===== src/rtl/placement_req_scheduler.sv =====
// Front-end sequencer for the rectangle placement engine: round-robin arbitration
// of two requesters onto the fixed slot cadence, with tagged result return.
module placement_req_scheduler #(
    parameter int SLOT_CYCLES = 4,
    parameter int RESULT_LAT  = 8,
    parameter int DIM_W       = 5,
    parameter int IDX_W       = 8
) (
    input  logic             clk_i,
    input  logic             rst_i,
    input  logic             req0_valid_i,
    input  logic [DIM_W-1:0] req0_height_i,
    input  logic [DIM_W-1:0] req0_width_i,
    output logic             req0_ready_o,
    input  logic             req1_valid_i,
    input  logic [DIM_W-1:0] req1_height_i,
    input  logic [DIM_W-1:0] req1_width_i,
    output logic             req1_ready_o,
    output logic [DIM_W-1:0] eng_height_o,
    output logic [DIM_W-1:0] eng_width_o,
    input  logic [IDX_W-1:0] eng_index_x_i,
    input  logic [IDX_W-1:0] eng_index_y_i,
    input  logic [3:0]       eng_strike_i,
    output logic             rsp_valid_o,
    output logic             rsp_id_o,
    output logic [IDX_W-1:0] rsp_index_x_o,
    output logic [IDX_W-1:0] rsp_index_y_o,
    output logic             rsp_err_o,
    output logic             rsp_strike_o,
    output logic             busy_o
);
    localparam int DEPTH = RESULT_LAT / SLOT_CYCLES;
    localparam int CNT_W = (SLOT_CYCLES > 1) ? $clog2(SLOT_CYCLES) : 1;
    localparam logic [CNT_W-1:0] LAST_SLOT = CNT_W'(SLOT_CYCLES - 1);

    typedef struct packed {
        logic valid;
        logic id;
        logic err;
    } tag_t;

    logic [CNT_W-1:0] slot_cnt;
    logic             last_grant;
    logic [3:0]       strike_prev;
    tag_t             issue_tag;
    tag_t             pipe [DEPTH];
    tag_t             leaving;

    logic             window;
    logic             slot_start;
    logic             handshake;
    logic             grant_id;
    logic [DIM_W-1:0] grant_h;
    logic [DIM_W-1:0] grant_w;
    logic             zero_dim;
    logic             any_valid;

    always_comb begin
        window       = (slot_cnt == LAST_SLOT);
        slot_start   = (slot_cnt == '0);
        grant_id     = (req0_valid_i && req1_valid_i) ? ~last_grant : req1_valid_i;
        handshake    = window && (req0_valid_i || req1_valid_i);
        req0_ready_o = handshake && !grant_id;
        req1_ready_o = handshake && grant_id;
        grant_h      = grant_id ? req1_height_i : req0_height_i;
        grant_w      = grant_id ? req1_width_i  : req0_width_i;
        zero_dim     = (grant_h == '0) || (grant_w == '0);
        leaving      = pipe[DEPTH-1];
        any_valid    = issue_tag.valid;
        for (int unsigned i = 0; i < DEPTH; i++) begin
            any_valid = any_valid || pipe[i].valid;
        end
        busy_o       = any_valid;
    end

    always_ff @(posedge clk_i or posedge rst_i) begin
        if (rst_i) begin
            slot_cnt <= '0;
        end else if (window) begin
            slot_cnt <= '0;
        end else begin
            slot_cnt <= slot_cnt + CNT_W'(1);
        end
    end

    // Issue register: the tag for the slot being driven lives here until the
    // first cycle of that slot pushes it into the result pipeline.
    always_ff @(posedge clk_i or posedge rst_i) begin
        if (rst_i) begin
            eng_height_o <= '0;
            eng_width_o  <= '0;
            issue_tag    <= '0;
            last_grant   <= 1'b1;
        end else if (window) begin
            eng_height_o <= (handshake && !zero_dim) ? grant_h : '0;
            eng_width_o  <= (handshake && !zero_dim) ? grant_w : '0;
            issue_tag    <= '{valid: handshake, id: grant_id, err: zero_dim};
            if (handshake) begin
                last_grant <= grant_id;
            end
        end
    end

    always_ff @(posedge clk_i or posedge rst_i) begin
        if (rst_i) begin
            for (int unsigned i = 0; i < DEPTH; i++) begin
                pipe[i] <= '0;
            end
        end else if (slot_start) begin
            pipe[0] <= issue_tag;
            for (int unsigned i = 1; i < DEPTH; i++) begin
                pipe[i] <= pipe[i-1];
            end
        end
    end

    always_ff @(posedge clk_i or posedge rst_i) begin
        if (rst_i) begin
            rsp_valid_o   <= 1'b0;
            rsp_id_o      <= 1'b0;
            rsp_index_x_o <= '0;
            rsp_index_y_o <= '0;
            rsp_err_o     <= 1'b0;
            rsp_strike_o  <= 1'b0;
            strike_prev   <= '0;
        end else begin
            rsp_valid_o <= slot_start && leaving.valid;
            if (slot_start && leaving.valid) begin
                rsp_id_o  <= leaving.id;
                rsp_err_o <= leaving.err;
                if (leaving.err) begin
                    rsp_index_x_o <= '1;
                    rsp_index_y_o <= '1;
                    rsp_strike_o  <= 1'b0;
                end else begin
                    rsp_index_x_o <= eng_index_x_i;
                    rsp_index_y_o <= eng_index_y_i;
                    rsp_strike_o  <= (eng_strike_i != strike_prev);
                    strike_prev   <= eng_strike_i;
                end
            end
        end
    end

endmodule


===== config.mk =====
export PLATFORM = sky130hd
export DESIGN_NAME = placement_req_scheduler
export DESIGN_NICKNAME = d
export VERILOG_FILES = /design/src/rtl/placement_req_scheduler.sv
export SDC_FILE = /design/constraint.sdc
export NUM_CORES = 1
export LEC_CHECK = 0
export ABC_AREA = 1
export BUFFER_PORTS_ARGS = -buffer_cell sky130_fd_sc_hd__buf_2
export CAP_MARGIN = 10
export CORE_MARGIN = 4
export CORE_UTILIZATION = 45
export CTS_BUF_LIST = sky130_fd_sc_hd__clkbuf_4
export CTS_CLUSTER_SIZE = 24
export DETAILED_ROUTE_END_ITERATION = 6
export PLACE_DENSITY_LB_ADDON = 0.1
export SLEW_MARGIN = 20
export SYNTH_ARGS = -nofsm -noshare
export SYNTH_HDL_FRONTEND = slang
export SYNTH_SLANG_ARGS = --single-unit

===== constraint.sdc =====
create_clock -name clk_i -period 1.7 [get_ports clk_i]
set_input_delay 0.34 -clock clk_i [delete_from_list [all_inputs] [get_ports clk_i]]
set_output_delay 0.34 -clock clk_i [all_outputs]
set_load 0.02 [all_outputs]

==> results_dict.tcl, run 1 <==
set metrics [dict create \
    status "complete, no violations" \
    dieArea_mm2 0.005573 \
    swShare_pct 28.33 \
    chipWidth_um 74.66 \
    yosysSeqAreaShare_pct 57.63 \
    clockBufferDepth 2 \
    reg2reg_to "eng_height_o[2]" \
    numPortBuffers 76 \
    syn_nets 263 \
    drt_wl_total_um 4608 \
    p_comb_share_pct 20.8 \
    cp.arrival_ns 1.33 \
    setup_violations 0 \
    rr_worst_depth 10 \
    drt_iter0_drc 95 \
    drt_pass1_iterations 5 \
    p_seq_share_pct 55.7 \
    netlist_instances 217 \
    synth.area.top_cells "dfrtp_1 (56%), nand2_1 (14%), o22a_1 (7.0%)" \
    rows 23 \
    syn-cell-area_mm2 0.001999 \
    final_cell_area_mm2 0.002716 \
    timing.setup.tns_ns 0 \
    synth_top_area_cell "dfrtp_1" \
    place_inst 343 \
    reg2reg_slack_ns 0.08 \
    finalMaxSlewViolations 0 \
    layout_setup_ws_ns 0.03383 \
    viasPerCell 4.880 \
    dp_hpwl_um 3182 \
    total_power_uw 2245 \
    coreArea_mm2 0.004144 \
    antenna_found_initial 0 \
    finish.net_count 361 \
    final_cell_mix "buf_2 (74), nand2_1 (73), dfrtp_1 (45)" \
    final_common_cell "buf_2" \
    cp-end-kind "primary output" \
    grt-busiest-layer "met2" \
    drive_above_1_share_pct 38.61 \
    path_max_fanout 4 \
    grtUsageMet2_pct 26.93 \
    clk_latency_ns 0.34 \
    hp-class "in -> async" \
    ys_ff_latch 46 \
    p_leak_uw 0.001445 \
    gp_congestion 0.7528 \
    globalRouteTotalUtil_pct 16.78 \
    cts_tree "yes" \
    p_per_area_mw_per_mm2 826.5 \
    avgRoutedWirePerCell_um 12.59 \
    clock.fmax_mhz 600.2 \
    area_delta_synth_final_pct 35.86 \
    stdcell_count 366 \
    cp-start-kind "register" \
    drc 0 \
    grt_overflow 0 \
    dpl_cell_area_mm2 0.002461 \
    synth_cell_types 20 \
    htree_num_levels 2 \
    die_h_um 74.66 \
    diodes 0 \
    cts_hold_buf 0 \
    drv_cap 0 \
    ios 77 \
    power_switching_uw 636.1 \
    relSlewSlack_pct 84.00 \
    skew_ns 0.006780 \
    grt_pass1_vias 1617 \
    worst_slew_pin_slew_ns 0.2400 \
    numCtsBuffers 5 \
    rr_startpoint "last_grant" \
    synth_top_area_share_pct 56.32 \
    internal_power_uw 1609 \
    avgSynthCellArea_um2 9.214 \
    rsz0062_at_grt "yes" \
    clkSlewWorstSetupHoldPaths_ns 0.12 \
    pre_cts_slack_ns 0.01697 \
    gr-usage-met1_pct 21.92 \
    period_share_pct 98.01 \
    cp.required_ns 1.36 \
    vias 1786 \
    ant_nets 0 \
    yosysWarnings 0 \
    grt_max_degree 47 \
    peakVddDrop_v 0.0003119 \
    clockRootBuffer "clkbuf_4" \
    cts.sink_count 46 \
    start_util_pct 48.25 \
    cp-startpoint "last_grant" \
    grt.met3_usage_pct 4.139 \
    finalHoldViolations 0 \
    grt_pass1_wl_um 7231 \
    fin_crit_ns 1.666 \
    crit_type "reg -> out" \
    p_clk_share_pct 23.5 \
]
==> how the worst max path moves through the flow <==
stage / end / cells past startpoint
2_1_floorplan: rsp_index_y_o[0] / 7
3_3_place_gp: eng_height_o[2] / 9
3_5_place_dp: eng_width_o[1] / 9
4_1_cts: rsp_index_x_o[1] / 7
5_1_grt: req1_ready_o / 5
6_report: req1_ready_o / 5
==> cells in the mapped netlist (all sizes together) <==
library cell	instances
nand2	78
o22a	16
nand3	3
ha	2
o21ai	9
nand4	10
dfrtp	45
xor2	1
nor2	12
buf	4
inv	22
xnor2	3
a21oi	2
clkinv	2
clkbuf	4
dfstp	1
nand3b	3
==> critical path: stages, from the launching register on <==
cell     delay [ns]
dfstp_2        0.57
nand2_4        0.06
nand2_4        0.08
buf_4          0.12
nor2_4         0.03
buf_6          0.12
==> power groups by stage <==
stage	registers (uW)	clock network (uW)	logic, uW
after floorplan	1360	0	174
after global placement	1270	0	430
after detailed placement	1270	0	439
after CTS	1250	555	455
after global routing	1260	602	520
final	1250	527	467
==> cell type report <==
cell class / count / area [um2]
Timing Repair inverter: 3 / 22.52
Clock buffer: 8 / 60.06
Multi-Input combinational cell: 141 / 754.5
Tap cell: 50 / 62.56
Fill cell: 348 / 1428
Timing Repair Buffer: 94 / 565.5
Sequential cell: 46 / 1152
Inverter: 24 / 98.84
==> stage by stage <==
step	hold slack, ns	util [%]
2_1_floorplan	0.4242	-
3_3_place_gp	0.3991	59.39
3_5_place_dp	0.3997	59.39
4_1_cts	0.008955	62.74
5_1_grt	0.007112	65.55
6_report	0.01119	65.55
==> layer usage <==
metal / routed length (um) / part of all wire, % / vias to the layer above
li1: - / - / 895
met3: 462 / 10 / 9
met2: 2181 / 47 / 73
met1: 1889 / 41 / 809
met4: 76 / 1.6 / 0
met5: 0 / 0 / -
==> timing repair <==
| item | in CTS | in global routing |
|---|---|---|
| pin swaps | 5 | 11 |
| buffers inserted | 6 | 4 |
| gates resized for setup | 12 | 14 |
| gates cloned | 0 | 5 |
| endpoints found under the setup margin | 2 | 33 |
==> registers in the layout, summed over array words and instances, names as in the netlist <==
name	count
last_grant	1
eng_width_o	5
eng_height_o	5
strike_prev	4
leaving	3
rsp_index_x_o	8
rsp_id_o	1
rsp_err_o	1
rsp_valid_o	1
issue_tag	3
slot_cnt	2
rsp_index_y_o	8
rsp_strike_o	1
pipe	3
==> cell families (layout without fill, tap and decap cells) <==
family                   Yosys count  after routing  synth area share (%)
AND/OR/NAND/NOR                  106            108                 22.40
flip-flops                        46             46                 57.63
buffers and inverters             32            129                 7.196
AO/OA/AOI/OAI                     27             27                 9.762
XOR/XNOR                           4              4                 1.753
adder cells (fa/ha/maj)            2              2                 1.251
No activity file was read; power rests on OpenSTA's default activity.
==> run 2, diff against run 1 <==
clock period = 1.9 ns   (was 1.7 ns; I/O delays follow)
==> results_dict.tcl, run 2 (synthesized netlist as in run 1, its figures left out) <==
set metrics [dict create \
    ios 77 \
    clkSlewWorstSetupHoldPaths_ns 0.12 \
    crit_type "reg -> out" \
    cts.sink_count 46 \
    path_cells "ha_1, buf_4, inv_1, nor2_2, buf_4" \
    p_leak_uw 0.001392 \
    htree_num_levels 2 \
    numCtsBuffers 5 \
    viasPerCell 4.797 \
    clockRootBuffer "clkbuf_4" \
    grt_overflow 0 \
    status "complete, no violations" \
    drive_above_1_share_pct 33.88 \
    relSlewSlack_pct 56.56 \
    critical_path_buf_inv_count 3 \
    globalRouteTotalUtil_pct 16.30 \
    dieArea_mm2 0.005573 \
    final_common_cell "nand2_1" \
    peakVddDrop_v 0.0003344 \
    cp-start-kind "register" \
    fin_crit_ns 1.784 \
    slowest_stage "dfrtp_1" \
    period_share_pct 93.91 \
    setup_violations 0 \
    gp_congestion 0.7234 \
    antenna_found_initial 0 \
    cp.required_ns 1.52 \
    finalMaxSlewViolations 0 \
    numPortBuffers 76 \
    dp_hpwl_um 3196 \
    cp.arrival_ns 1.40 \
    grt_pass1_vias 1648 \
    drt_pass1_iterations 4 \
    clk_latency_ns 0.34 \
    die_h_um 74.66 \
    clockBufferDepth 2 \
    ant_nets 0 \
    timing.setup.tns_ns 0 \
    worst_slew_pin_slew_ns 0.6476 \
    cp-end-kind "primary output" \
    largest_registers "rsp_index_x_o x8, rsp_index_y_o x8" \
    cp_top_family "flip-flops" \
    dpl_cell_area_mm2 0.002461 \
    coreArea_mm2 0.004144 \
    crit_top_cell "buf_4" \
    p_per_area_mw_per_mm2 748.5 \
    reg2reg_slack_ns 0.24 \
    start_util_pct 48.25 \
    drt_iter0_drc 62 \
    cp-startpoint "slot_cnt[0]" \
    rsz0062_at_grt "no" \
    reg2reg_to "issue_tag[0]" \
    finish.net_count 351 \
    rr_worst_depth 11 \
    diodes 0 \
    final_cell_area_mm2 0.002559 \
    avgRoutedWirePerCell_um 11.90 \
    rr_startpoint "last_grant" \
    clock.fmax_mhz 560.4 \
    skew_ns 0.01309 \
    path_max_fanout 5 \
    final_cell_mix "nand2_1 (75), buf_2 (74), dfrtp_1 (45)" \
    area_delta_synth_final_pct 27.97 \
    slowest_delay_ns 0.41 \
    grt_max_degree 30 \
    rows 23 \
    cts_tree "yes" \
    finalHoldViolations 0 \
    hp-class "in -> async" \
    grt_pass1_wl_um 7127 \
    drc 0 \
    cts_hold_buf 0 \
    drt_wl_total_um 4213 \
    chipWidth_um 74.66 \
    drv_cap 0 \
    vias 1698 \
]
-- run 2: worst reg2reg max path: cells and delay by family (launching register included) --
family        cells  cell delay [ns]
flops             1             0.55
simple gates      9             0.82
buf+inv           2             0.22
-- run 2: routing by layer --
metal | share of wire [%] | track usage [%] | vias up
met2 | 46 | 27.32 | 68
met1 | 43 | 20.05 | 756
met3 | 11 | 5.474 | 6
met4 | 1.1 | 4.941 | 0
met5 | 0 | 0 | -
li1 | - | - | 868
-- run 2: stage by stage --
stage          hold slack, ns  total power (uW)  std cells  setup slack, ns  utilization, %
6_report              0.02062              1915        354           0.1157           61.75
4_1_cts               0.02468              1932        349        0.0003780           60.57
3_5_place_dp           0.4163              1527        343           0.1591           59.39
5_1_grt               0.04765              2035        354          0.01305           61.75
3_3_place_gp           0.4149              1518        343           0.2115           59.39
2_1_floorplan          0.4242              1376        217           0.4339               -
-- run 2: cell type report --
type	instances	area, um2
clock buffer	5	37.54
clock inverter	1	3.754
fill	402	1585
inverter	24	90.09
multi-input combinational	139	716.9
sequential	46	1152
tap	50	62.56
timing repair buffer	89	495.5
-- run 2: report_power, final --
part	internal (uW)	leakage, uW	switching, uW
clock network	127	0.0000246	273
registers	1070	0.000541	45.7
logic	169	0.000827	230
-- run 2: timing repair --
item	4_1_cts	5_1_grt
pin swaps	1	1
gates cloned	0	0
resized for setup	3	5
endpoints found under the setup margin	1	1
setup buffers	0	5
endpoints found under the hold margin	0	0
-- run 2: worst max path at each step --
stage | endpoint | cells past startpoint
floorplan | eng_height_o[0] | 1
global placement | eng_height_o[2] | 9
detailed placement | eng_height_o[4] | 9
CTS | req0_ready_o | 5
global route | req0_ready_o | 5
finish | req1_ready_o | 5
